### src/rtl/fetch_pkg.sv
`default_nettype none
// ============================================================================
// Module   : fetch_pkg
// Purpose  : Shared fetch-core types: arbiter state encoding and way ownership.
// Revision : 1.0 - initial release
// ============================================================================
package fetch_pkg;

    typedef enum logic [1:0] {
        ST_IDLE  = 2'd0,
        ST_REQ   = 2'd1,
        ST_WAIT  = 2'd2,
        ST_DRAIN = 2'd3
    } fetch_state_e;

    typedef enum logic {
        WAY0 = 1'b0,
        WAY1 = 1'b1
    } owner_e;

    function automatic owner_e other_way(input owner_e w);
        return (w == WAY0) ? WAY1 : WAY0;
    endfunction

endpackage
`default_nettype wire

### src/rtl/fetch_bus_arbiter_if.sv
`default_nettype none
// ============================================================================
// Module   : fetch_bus_arbiter_if
// Purpose  : Way-side fetch handshakes plus the shared instruction-bus signals.
// Revision : 1.0 - initial release
// ============================================================================
interface fetch_bus_arbiter_if #(
    parameter int AddrWidth = 32
);
    logic                 req0_i;
    logic                 req1_i;
    logic [AddrWidth-1:0] addr0_i;
    logic [AddrWidth-1:0] addr1_i;
    logic                 gnt0_o;
    logic                 gnt1_o;
    logic                 dataOk0_o;
    logic                 dataOk1_o;
    logic                 bus_req_o;
    logic [AddrWidth-1:0] bus_addr_o;
    logic                 bus_ready_i;
    logic                 bus_dataOk_i;

    // The arbiter itself takes the slave view; ways and bus model take master.
    modport slave (
        input  req0_i, req1_i, addr0_i, addr1_i, bus_ready_i, bus_dataOk_i,
        output gnt0_o, gnt1_o, dataOk0_o, dataOk1_o, bus_req_o, bus_addr_o
    );

    modport master (
        output req0_i, req1_i, addr0_i, addr1_i, bus_ready_i, bus_dataOk_i,
        input  gnt0_o, gnt1_o, dataOk0_o, dataOk1_o, bus_req_o, bus_addr_o
    );
endinterface
`default_nettype wire

### src/rtl/fetch_bus_arbiter_rr_arb2.sv
`default_nettype none
// ============================================================================
// Module   : rr_arb2
// Purpose  : Two-way round-robin select with a registered priority pointer.
// Revision : 1.0 - initial release
// ============================================================================
module rr_arb2
    import fetch_pkg::*;
(
    input  wire    clk,
    input  wire    reset_n,
    input  wire    req0_i,
    input  wire    req1_i,
    input  wire    advance_i,
    input  wire    owner_i,
    output owner_e grant_o
);

    owner_e r_pointer;

    // Pointer only moves past a way once that way's fetch actually completed.
    always_ff @(posedge clk or negedge reset_n) begin
        if (!reset_n) begin
            r_pointer <= WAY0;
        end else if (advance_i) begin
            r_pointer <= other_way(owner_e'(owner_i));
        end
    end

    always_comb begin
        grant_o = r_pointer;
        if (req0_i && !req1_i) begin
            grant_o = WAY0;
        end else if (req1_i && !req0_i) begin
            grant_o = WAY1;
        end
    end

endmodule
`default_nettype wire

### src/rtl/fetch_bus_arbiter.sv
`default_nettype none
// ============================================================================
// Module   : fetch_bus_arbiter
// Purpose  : Shares one instruction bus between two fetch ways with flush
//            drain and a WAIT/DRAIN timeout.
// Revision : 1.0 - initial release
// ============================================================================
module fetch_bus_arbiter
    import fetch_pkg::*;
#(
    parameter int AddrWidth     = 32,
    parameter int TimeoutCycles = 255
) (
    input  wire                clk,
    input  wire                reset_n,
    input  wire                flush_i,
    output logic               busy_o,
    output logic               timeout_o,
    fetch_bus_arbiter_if.slave bus_if
);

    localparam int                 c_CNT_W   = $clog2(TimeoutCycles + 1);
    localparam logic [c_CNT_W-1:0] c_CNT_MAX = c_CNT_W'(TimeoutCycles);

    fetch_state_e         r_state;
    fetch_state_e         w_state_next;
    owner_e               r_owner;
    owner_e               w_grant;
    logic [AddrWidth-1:0] r_bus_addr;
    logic [c_CNT_W-1:0]   r_cnt;
    logic                 w_take;
    logic                 w_counting;
    logic                 w_enter_count;
    logic                 w_timeout;
    logic                 w_gnt;
    logic                 w_data_ok;

    rr_arb2 u_rr_arb2 (
        .clk       (clk),
        .reset_n   (reset_n),
        .req0_i    (bus_if.req0_i),
        .req1_i    (bus_if.req1_i),
        .advance_i (w_data_ok),
        .owner_i   (r_owner),
        .grant_o   (w_grant)
    );

    assign w_take        = (r_state == ST_IDLE) && (bus_if.req0_i || bus_if.req1_i);
    assign w_counting    = (r_state == ST_WAIT) || (r_state == ST_DRAIN);
    assign w_timeout     = w_counting && (r_cnt == c_CNT_MAX);
    assign w_enter_count = (w_state_next != r_state) &&
                           ((w_state_next == ST_WAIT) || (w_state_next == ST_DRAIN));

    // Timeout outranks a coincident data strobe; flush only matters in REQ/WAIT.
    always_comb begin
        w_state_next = r_state;
        w_gnt        = 1'b0;
        w_data_ok    = 1'b0;
        case (r_state)
            ST_IDLE: begin
                if (w_take) begin
                    w_state_next = ST_REQ;
                end
            end
            ST_REQ: begin
                if (bus_if.bus_ready_i) begin
                    if (flush_i) begin
                        w_state_next = ST_DRAIN;
                    end else begin
                        w_gnt        = 1'b1;
                        w_state_next = ST_WAIT;
                    end
                end else if (flush_i) begin
                    w_state_next = ST_IDLE;
                end
            end
            ST_WAIT: begin
                if (w_timeout) begin
                    w_state_next = ST_IDLE;
                end else if (bus_if.bus_dataOk_i) begin
                    w_data_ok    = !flush_i;
                    w_state_next = ST_IDLE;
                end else if (flush_i) begin
                    w_state_next = ST_DRAIN;
                end
            end
            ST_DRAIN: begin
                if (w_timeout || bus_if.bus_dataOk_i) begin
                    w_state_next = ST_IDLE;
                end
            end
            default: begin
                w_state_next = ST_IDLE;
            end
        endcase
    end

    always_ff @(posedge clk or negedge reset_n) begin
        if (!reset_n) begin
            r_state    <= ST_IDLE;
            r_owner    <= WAY0;
            r_bus_addr <= '0;
            r_cnt      <= '0;
        end else begin
            r_state <= w_state_next;
            if (w_take) begin
                r_owner    <= w_grant;
                r_bus_addr <= (w_grant == WAY1) ? bus_if.addr1_i : bus_if.addr0_i;
            end
            if (w_enter_count) begin
                r_cnt <= '0;
            end else if (w_counting && (r_cnt != c_CNT_MAX)) begin
                r_cnt <= r_cnt + c_CNT_W'(1);
            end
        end
    end

    assign bus_if.gnt0_o     = w_gnt && (r_owner == WAY0);
    assign bus_if.gnt1_o     = w_gnt && (r_owner == WAY1);
    assign bus_if.dataOk0_o  = w_data_ok && (r_owner == WAY0);
    assign bus_if.dataOk1_o  = w_data_ok && (r_owner == WAY1);
    assign bus_if.bus_req_o  = (r_state == ST_REQ);
    assign bus_if.bus_addr_o = r_bus_addr;
    assign busy_o            = (r_state != ST_IDLE);
    assign timeout_o         = w_timeout;

endmodule
`default_nettype wire
### src/flat_wrapper.sv
// flat-port wrapper written by rule: the top's interface ports become plain ports
module fetch_bus_arbiter_flat import fetch_pkg::*;
#(
    parameter int AddrWidth     = 32,
    parameter int TimeoutCycles = 255
)
  (clk, reset_n, flush_i, busy_o, timeout_o, bus_if_req0_i, bus_if_req1_i, bus_if_addr0_i, bus_if_addr1_i, bus_if_bus_ready_i, bus_if_bus_dataOk_i, bus_if_gnt0_o, bus_if_gnt1_o, bus_if_dataOk0_o, bus_if_dataOk1_o, bus_if_bus_req_o, bus_if_bus_addr_o);
  fetch_bus_arbiter_if #(.AddrWidth(AddrWidth)) bus_if_i ();
  input  wire clk;
  input  wire reset_n;
  input  wire flush_i;
  output logic busy_o;
  output logic timeout_o;
  input wire logic [$bits(bus_if_i.req0_i)-1:0] bus_if_req0_i;
  input wire logic [$bits(bus_if_i.req1_i)-1:0] bus_if_req1_i;
  input wire logic [$bits(bus_if_i.addr0_i)-1:0] bus_if_addr0_i;
  input wire logic [$bits(bus_if_i.addr1_i)-1:0] bus_if_addr1_i;
  input wire logic [$bits(bus_if_i.bus_ready_i)-1:0] bus_if_bus_ready_i;
  input wire logic [$bits(bus_if_i.bus_dataOk_i)-1:0] bus_if_bus_dataOk_i;
  output wire logic [$bits(bus_if_i.gnt0_o)-1:0] bus_if_gnt0_o;
  output wire logic [$bits(bus_if_i.gnt1_o)-1:0] bus_if_gnt1_o;
  output wire logic [$bits(bus_if_i.dataOk0_o)-1:0] bus_if_dataOk0_o;
  output wire logic [$bits(bus_if_i.dataOk1_o)-1:0] bus_if_dataOk1_o;
  output wire logic [$bits(bus_if_i.bus_req_o)-1:0] bus_if_bus_req_o;
  output wire logic [$bits(bus_if_i.bus_addr_o)-1:0] bus_if_bus_addr_o;
  assign bus_if_i.req0_i = bus_if_req0_i;
  assign bus_if_i.req1_i = bus_if_req1_i;
  assign bus_if_i.addr0_i = bus_if_addr0_i;
  assign bus_if_i.addr1_i = bus_if_addr1_i;
  assign bus_if_i.bus_ready_i = bus_if_bus_ready_i;
  assign bus_if_i.bus_dataOk_i = bus_if_bus_dataOk_i;
  assign bus_if_gnt0_o = bus_if_i.gnt0_o;
  assign bus_if_gnt1_o = bus_if_i.gnt1_o;
  assign bus_if_dataOk0_o = bus_if_i.dataOk0_o;
  assign bus_if_dataOk1_o = bus_if_i.dataOk1_o;
  assign bus_if_bus_req_o = bus_if_i.bus_req_o;
  assign bus_if_bus_addr_o = bus_if_i.bus_addr_o;
  fetch_bus_arbiter #(.AddrWidth(AddrWidth), .TimeoutCycles(TimeoutCycles)) u_core (.clk(clk), .reset_n(reset_n), .flush_i(flush_i), .busy_o(busy_o), .timeout_o(timeout_o), .bus_if(bus_if_i));
endmodule
### config.mk
export PLATFORM = sky130hd
export DESIGN_NAME = fetch_bus_arbiter_flat
export DESIGN_NICKNAME = d
export VERILOG_FILES = /design/src/rtl/fetch_pkg.sv /design/src/rtl/fetch_bus_arbiter_if.sv /design/src/rtl/fetch_bus_arbiter_rr_arb2.sv /design/src/rtl/fetch_bus_arbiter.sv /design/src/flat_wrapper.sv
export SDC_FILE = /design/constraint.sdc
export NUM_CORES = 1
export LEC_CHECK = 0
export CELL_PAD_IN_SITES_DETAIL_PLACEMENT = 2
export CELL_PAD_IN_SITES_GLOBAL_PLACEMENT = 2
export CORE_AREA = 5 5 103 105
export CTS_BUF_LIST = sky130_fd_sc_hd__clkbuf_4 sky130_fd_sc_hd__clkbuf_8 sky130_fd_sc_hd__clkbuf_16
export DETAILED_ROUTE_END_ITERATION = 6
export DIE_AREA = 0 0 108 110
export PLACE_DENSITY_LB_ADDON = 0.1
export SLEW_MARGIN = 20
export SYNTH_ARGS = -nofsm -noshare
export SYNTH_HDL_FRONTEND = slang
export SYNTH_SLANG_ARGS = --single-unit
### constraint.sdc
create_clock -name clk -period 2.1 [get_ports clk]
set_clock_uncertainty 0.05 [all_clocks]
set_input_delay 0.42 -clock clk [delete_from_list [all_inputs] [get_ports clk]]
set_output_delay 0.42 -clock clk [all_outputs]
set_load 0.01 [all_outputs]
---- Yosys cells after proc, flatten, opt, wreduce, memory -nomap -nowiden ----
Index checks and enable logic that the tools add are counted.
cells by class
  add/sub/neg operators ................... 1
  eq/ne operators ......................... 8
  mux-type cells .......................... 21
  bitwise gates (word level) .............. 1
  reductions and logical operators ........ 20
operators with widths
  operator             number
  $mux 32              1
  $mux 8               2
  $mux 2               7
  $logic_and 1x1->1    10
  $mux 1               10
  $add 8x1->8 const B  1
  $eq 2x2->1 const B   4
  $eq 8x8->1 const B   1
  $ne 8x8->1 const B   1
  $pmux 2 s4           1
  $logic_or 1x1->1     4
  $reduce_bool 2->1    2
  $logic_not 1->1      3
  $eq 2x1->1 const B   1
  $logic_not 2->1      1
  $ne 2x2->1           1
  $not 1->1            1
storage, ports and cells
  bits in registers ....................... 44
  input bits .............................. 71
  output and inout port bits .............. 39
  word-level logic and storage cells ...... 56

---- Depth between registers and ports, before layout ----
  depth after elaboration ................. 10
  gate-level depth with buffers ........... 6
  gate-level depth less buffers ........... 5

---- By module ----
A second synthesis with hierarchy kept.
second synthesis, totals
  cell total of the unflattened synthesis .. 211
  area, all modules ....................... 2182.1 um^2
by module, submodules not included
  module             instances  cells each  area an instance (um^2)  seq. area each (um^2)
  fetch_bus_arbiter  1          206         2128.3                   1076.0
  rr_arb2            1          5           53.8                     25.0

---- Worst setup path before layout ----
OpenSTA, ideal clock, no wires.
  path type ............................... flip-flop to output port
  start ................................... register u_core.r_cnt[0]
  end ..................................... output bus_if_dataOk0_o
  data arrival time ....................... 1.555 ns
  setup slack ............................. 0.075 ns
  stages on the path, launching flop included .. 6
  buffers on the path ..................... 0
  cells stage by stage .................... dfrtp_1 -> ha_1 -> nand3_1 -> o21ai_4 -> or4b_4 -> nor2_1
between the ends
  cells in the longest elaborated chain, start to end .. 5
RTL lines
  item                    RTL line                  source
  from (decl)             fetch_bus_arbiter.sv:30   logic [c_CNT_W-1:0] r_cnt;
  from (signal assigned)  fetch_bus_arbiter.sv:113  r_cnt <= r_cnt + c_CNT_W'(1);
  $eq 8x8->1              fetch_bus_arbiter.sv:50   assign w_timeout = w_counting && (r_cnt == c_CNT_MAX);
  $logic_and 1x1->1       fetch_bus_arbiter.sv:50
  $mux 1                  fetch_bus_arbiter.sv:78   if (w_timeout) begin
  $mux 1                  fetch_bus_arbiter.sv:59   case (r_state)
  $logic_and 1x1->1       fetch_bus_arbiter.sv:120  assign bus_if.dataOk0_o = w_data_ok && (r_owner == WAY0);
  to (decl)               flat_wrapper.sv:22        output wire logic [$bits(bus_if_i.dataOk0_o)-1:0] bus_if_dataOk0_o;
Every way passes these cells.

---- Worst setup path after layout ----
  start ................................... register u_core.r_cnt[1]
  end ..................................... output bus_if_dataOk0_o
Same word-level chain as after synthesis.

==> summary.txt <==
status -> finished, violations left
violated checks -> negative setup slack
internal power -> 2.94 mW
post-DR wirelength/cell -> 16.0 um
number of antenna diodes -> 0
worst slew pin tran -> 643 ps
max-cap viol count -> 0
Starting DRT DRC Count -> 33
DRC viols -> 0
share of power burned in registers -> 31.6%
main area contributors after synthesis -> dfrtp_1, mux2i_1, a21oi_1
Die Span X -> 108 um
placed cell count -> 467
Arrival @ worst endpoint -> 1790 ps
FP Rows -> 36
cell area power density -> 1230 mW/mm2
power consumption -> 4.61 mW
largest area contributor in the synthesized netlist -> dfrtp_1
routed vias/inst -> 4.47
minimum setup slack in the final design -> -156 ps
routed wire length -> 7.66 mm
Synth Net Count -> 284
initial standard-cell utilization of the core -> 22.6%
port bufs -> 109
Clk pin slew, worst setup/hold paths -> 80 ps
core box area -> 0.00955 mm2
slack of the worst reg-to-reg path -> 240 ps
clock network fraction of design power -> 15.6%
first-pass GRT wire length -> 12.0 mm
final critical path time including I/O delays and setup -> 2260 ps
Worst setup SP type -> flop
hold violation count in the final report -> 0
hold buffer count at cts -> 0
RSZ-0062 raised after global routing -> yes
Final GP Congestion -> 0.708
required time worst endpoint -> 1630 ps
layout overhead on the synthesized area -> 74.2%
top library cells by usage in the layout, fill and taps aside -> clkdlybuf4s50_1, dfrtp_1, nor2_1
critical path start-end classification -> reg2out
Clock Sinks -> 44
initial antenna violation count -> 0
count of pins on the block boundary -> 110
pin count of the biggest net entering global routing -> 39
synthesis warning total -> 0
total half-perimeter wirelength after legalization and detailed placement -> 5.98 mm
area share of the largest cell type after synthesis -> 51.0%
critical path fanouts, max -> 4
most common cell after layout, fill and taps aside -> clkdlybuf4s50_1
router iterations before antenna repair -> 3
detailed-route via count -> 2145
clock tree from TritonCTS -> yes
Max rail drop VDD -> 0.442 mV
Sw Share -> 36.1%
synthesized instance count -> 212
buffer levels on the longest clock path -> 2
Post-DRT Antenna Nets -> 0
multi-input combinational cell area -> 0.00104 mm2
Netlist Area Pre-Place -> 0.00216 mm2
grt total ovfl -> 0
Avg Cell Area, Syn -> 10.2 um2
sequential cell area -> 0.00110 mm2
Skew-Pair Late Insertion Delay -> 300 ps
Tot GR Track Use -> 13.0%
normalized max-slew margin -> 57.1%
root buffer cell -> clkbuf_8
layout filler cell count -> 1057
number of max-slew violations in the final report -> 0
count of placed standard cells in the final layout, fillers left out -> 480
Hold WC Path Type -> in2async
NetSw -> 1.66 mW
final-report setup violation count -> 2
Static Leak -> 1.61 nW
Nets -> 418
number of synthesized register bits -> 44
maximum achievable frequency -> 443 MHz
share of post-route cells with drive strength above 1 -> 16.4%
die footprint -> 0.0119 mm2
number of global-route vias before repair -> 2321
Setup crit end kind -> output port
Die Y-Extent -> 110 um
final worst path period share -> 107%
combinational power share -> 52.9%
total number of H-tree levels -> 2
distinct cell type count after synthesis -> 36
clock buffers created by TritonCTS -> 5
Seq/Total Area, Yosys -> 51.0%
-- stage by stage --
stage	area, um2	setup WS (ps)	hold WS, ps	util [%]	setup TNS [ps]
4_1_cts	3720	-179	104	38.9	-352
3_5_place_dp	3580	-395	447	37.5	-1040
5_1_grt	3760	-223	127	39.4	-479
6_report	3760	-156	92.9	39.4	-303
3_3_place_gp	3580	-393	444	37.5	-997
2_1_floorplan	2160	75.0	74.4	-	0
-- cell usage after synthesis --
cell type  count
dfrtp_1       44
nor2_1        44
a21oi_1       34
mux2i_1       33
buf_2         10
nand2_1        7
nor3_1         4
o21ai_0        4
nand3_1        3
and4_1         2
inv_1          2
a211oi_1       1
a2bb2oi_1      1
a31oi_1        1
a32oi_1        1
and2b_1        1
and2b_2        1
and4_2         1
buf_4          1
ha_1           1
maj3_1         1
mux2_4         1
nand3b_1       1
nand4_1        1
nand4_4        1
nand4b_1       1
nor2b_1        1
nor3b_1        1
o21ai_1        1
o21ai_4        1
o22ai_1        1
or2_2          1
or4b_1         1
or4b_4         1
xnor2_1        1
xor2_1         1
-- power groups by stage --
stage	clock, mW	combinational, mW	sequential (mW)
CTS	0.759	2.45	1.45
floorplan	0	0.950	1.61
detailed placement	0	2.45	1.46
finish	0.718	2.43	1.45
global route	0.797	2.67	1.52
global placement	0	2.39	1.44
-- worst max-delay path, cell delays in order, from the launching register on --
cell	delay, ps
dfrtp_1	420
ha_4	200
nand3_4	100
o21ai_4	60
or4b_4	500
nor2_1	100
buf_2	130
-- repair_timing --
item                                    CTS  global route
setup buffers                             2             3
gates resized for setup                  19             8
endpoints found under the setup margin    7             5
pin swaps                                 1             1
-- final timing paths --
path | depth (start not counted) | endpoint | start
worst max-delay path | 6 | bus_if_dataOk0_o | u_core.r_cnt[1]$_DFFE_PN0P_
worst min register to register | 2 | u_core.bus_if.bus_addr_o[17]$_DFFE_PN0P_ | u_core.bus_if.bus_addr_o[17]$_DFFE_PN0P_
worst max register to register | 6 | u_core.u_rr_arb2.r_pointer$_DFFE_PN0P_ | u_core.r_cnt[1]$_DFFE_PN0P_
worst min-delay path | 1 | u_core.bus_if.bus_addr_o[30]$_DFFE_PN0P_ | reset_n
max in group asynchronous | 2 | u_core.r_cnt[4]$_DFFE_PN0P_ | reset_n
min in group clk | 2 | u_core.bus_if.bus_addr_o[17]$_DFFE_PN0P_ | u_core.bus_if.bus_addr_o[17]$_DFFE_PN0P_
-- per-layer routing --
layer	part of all wire (%)	up-vias	track usage [%]
met5	0	-	0
li1	-	1014	-
met3	6.3	7	4.14
met1	44	1051	15.8
met4	0.64	0	3.52
met2	49	73	22.2
-- final cells by class --
class                           instances  area share (%)
Tap cell                              133            4.43
Clock buffer                            7            2.56
Clock inverter                          1           0.799
Sequential cell                        44            29.3
Multi-Input combinational cell        155            27.7
Timing Repair Buffer                  138            35.0
Inverter                                2           0.200
-- state kept, by name, summed over array words and instances, names as in the netlist --
signal and flops:
u_core.r_owner 1, u_core.r_cnt 8, u_core.r_state 2, u_core.u_rr_arb2.r_pointer 1, u_core.bus_if.bus_addr_o 32
-- cells by family after synthesis --
group | count (synthesis) | share of synthesized area, %
AND/OR/NAND/NOR | 72 | 16.6
AO/OA/AOI/OAI | 45 | 11.5
flip-flops | 44 | 51.0
multiplexers | 34 | 16.0
buffers and inverters | 13 | 3.01
XOR/XNOR | 2 | 0.812
adder cells (fa/ha/maj) | 2 | 1.04
Note: power is estimated with default switching activity, not from simulation.
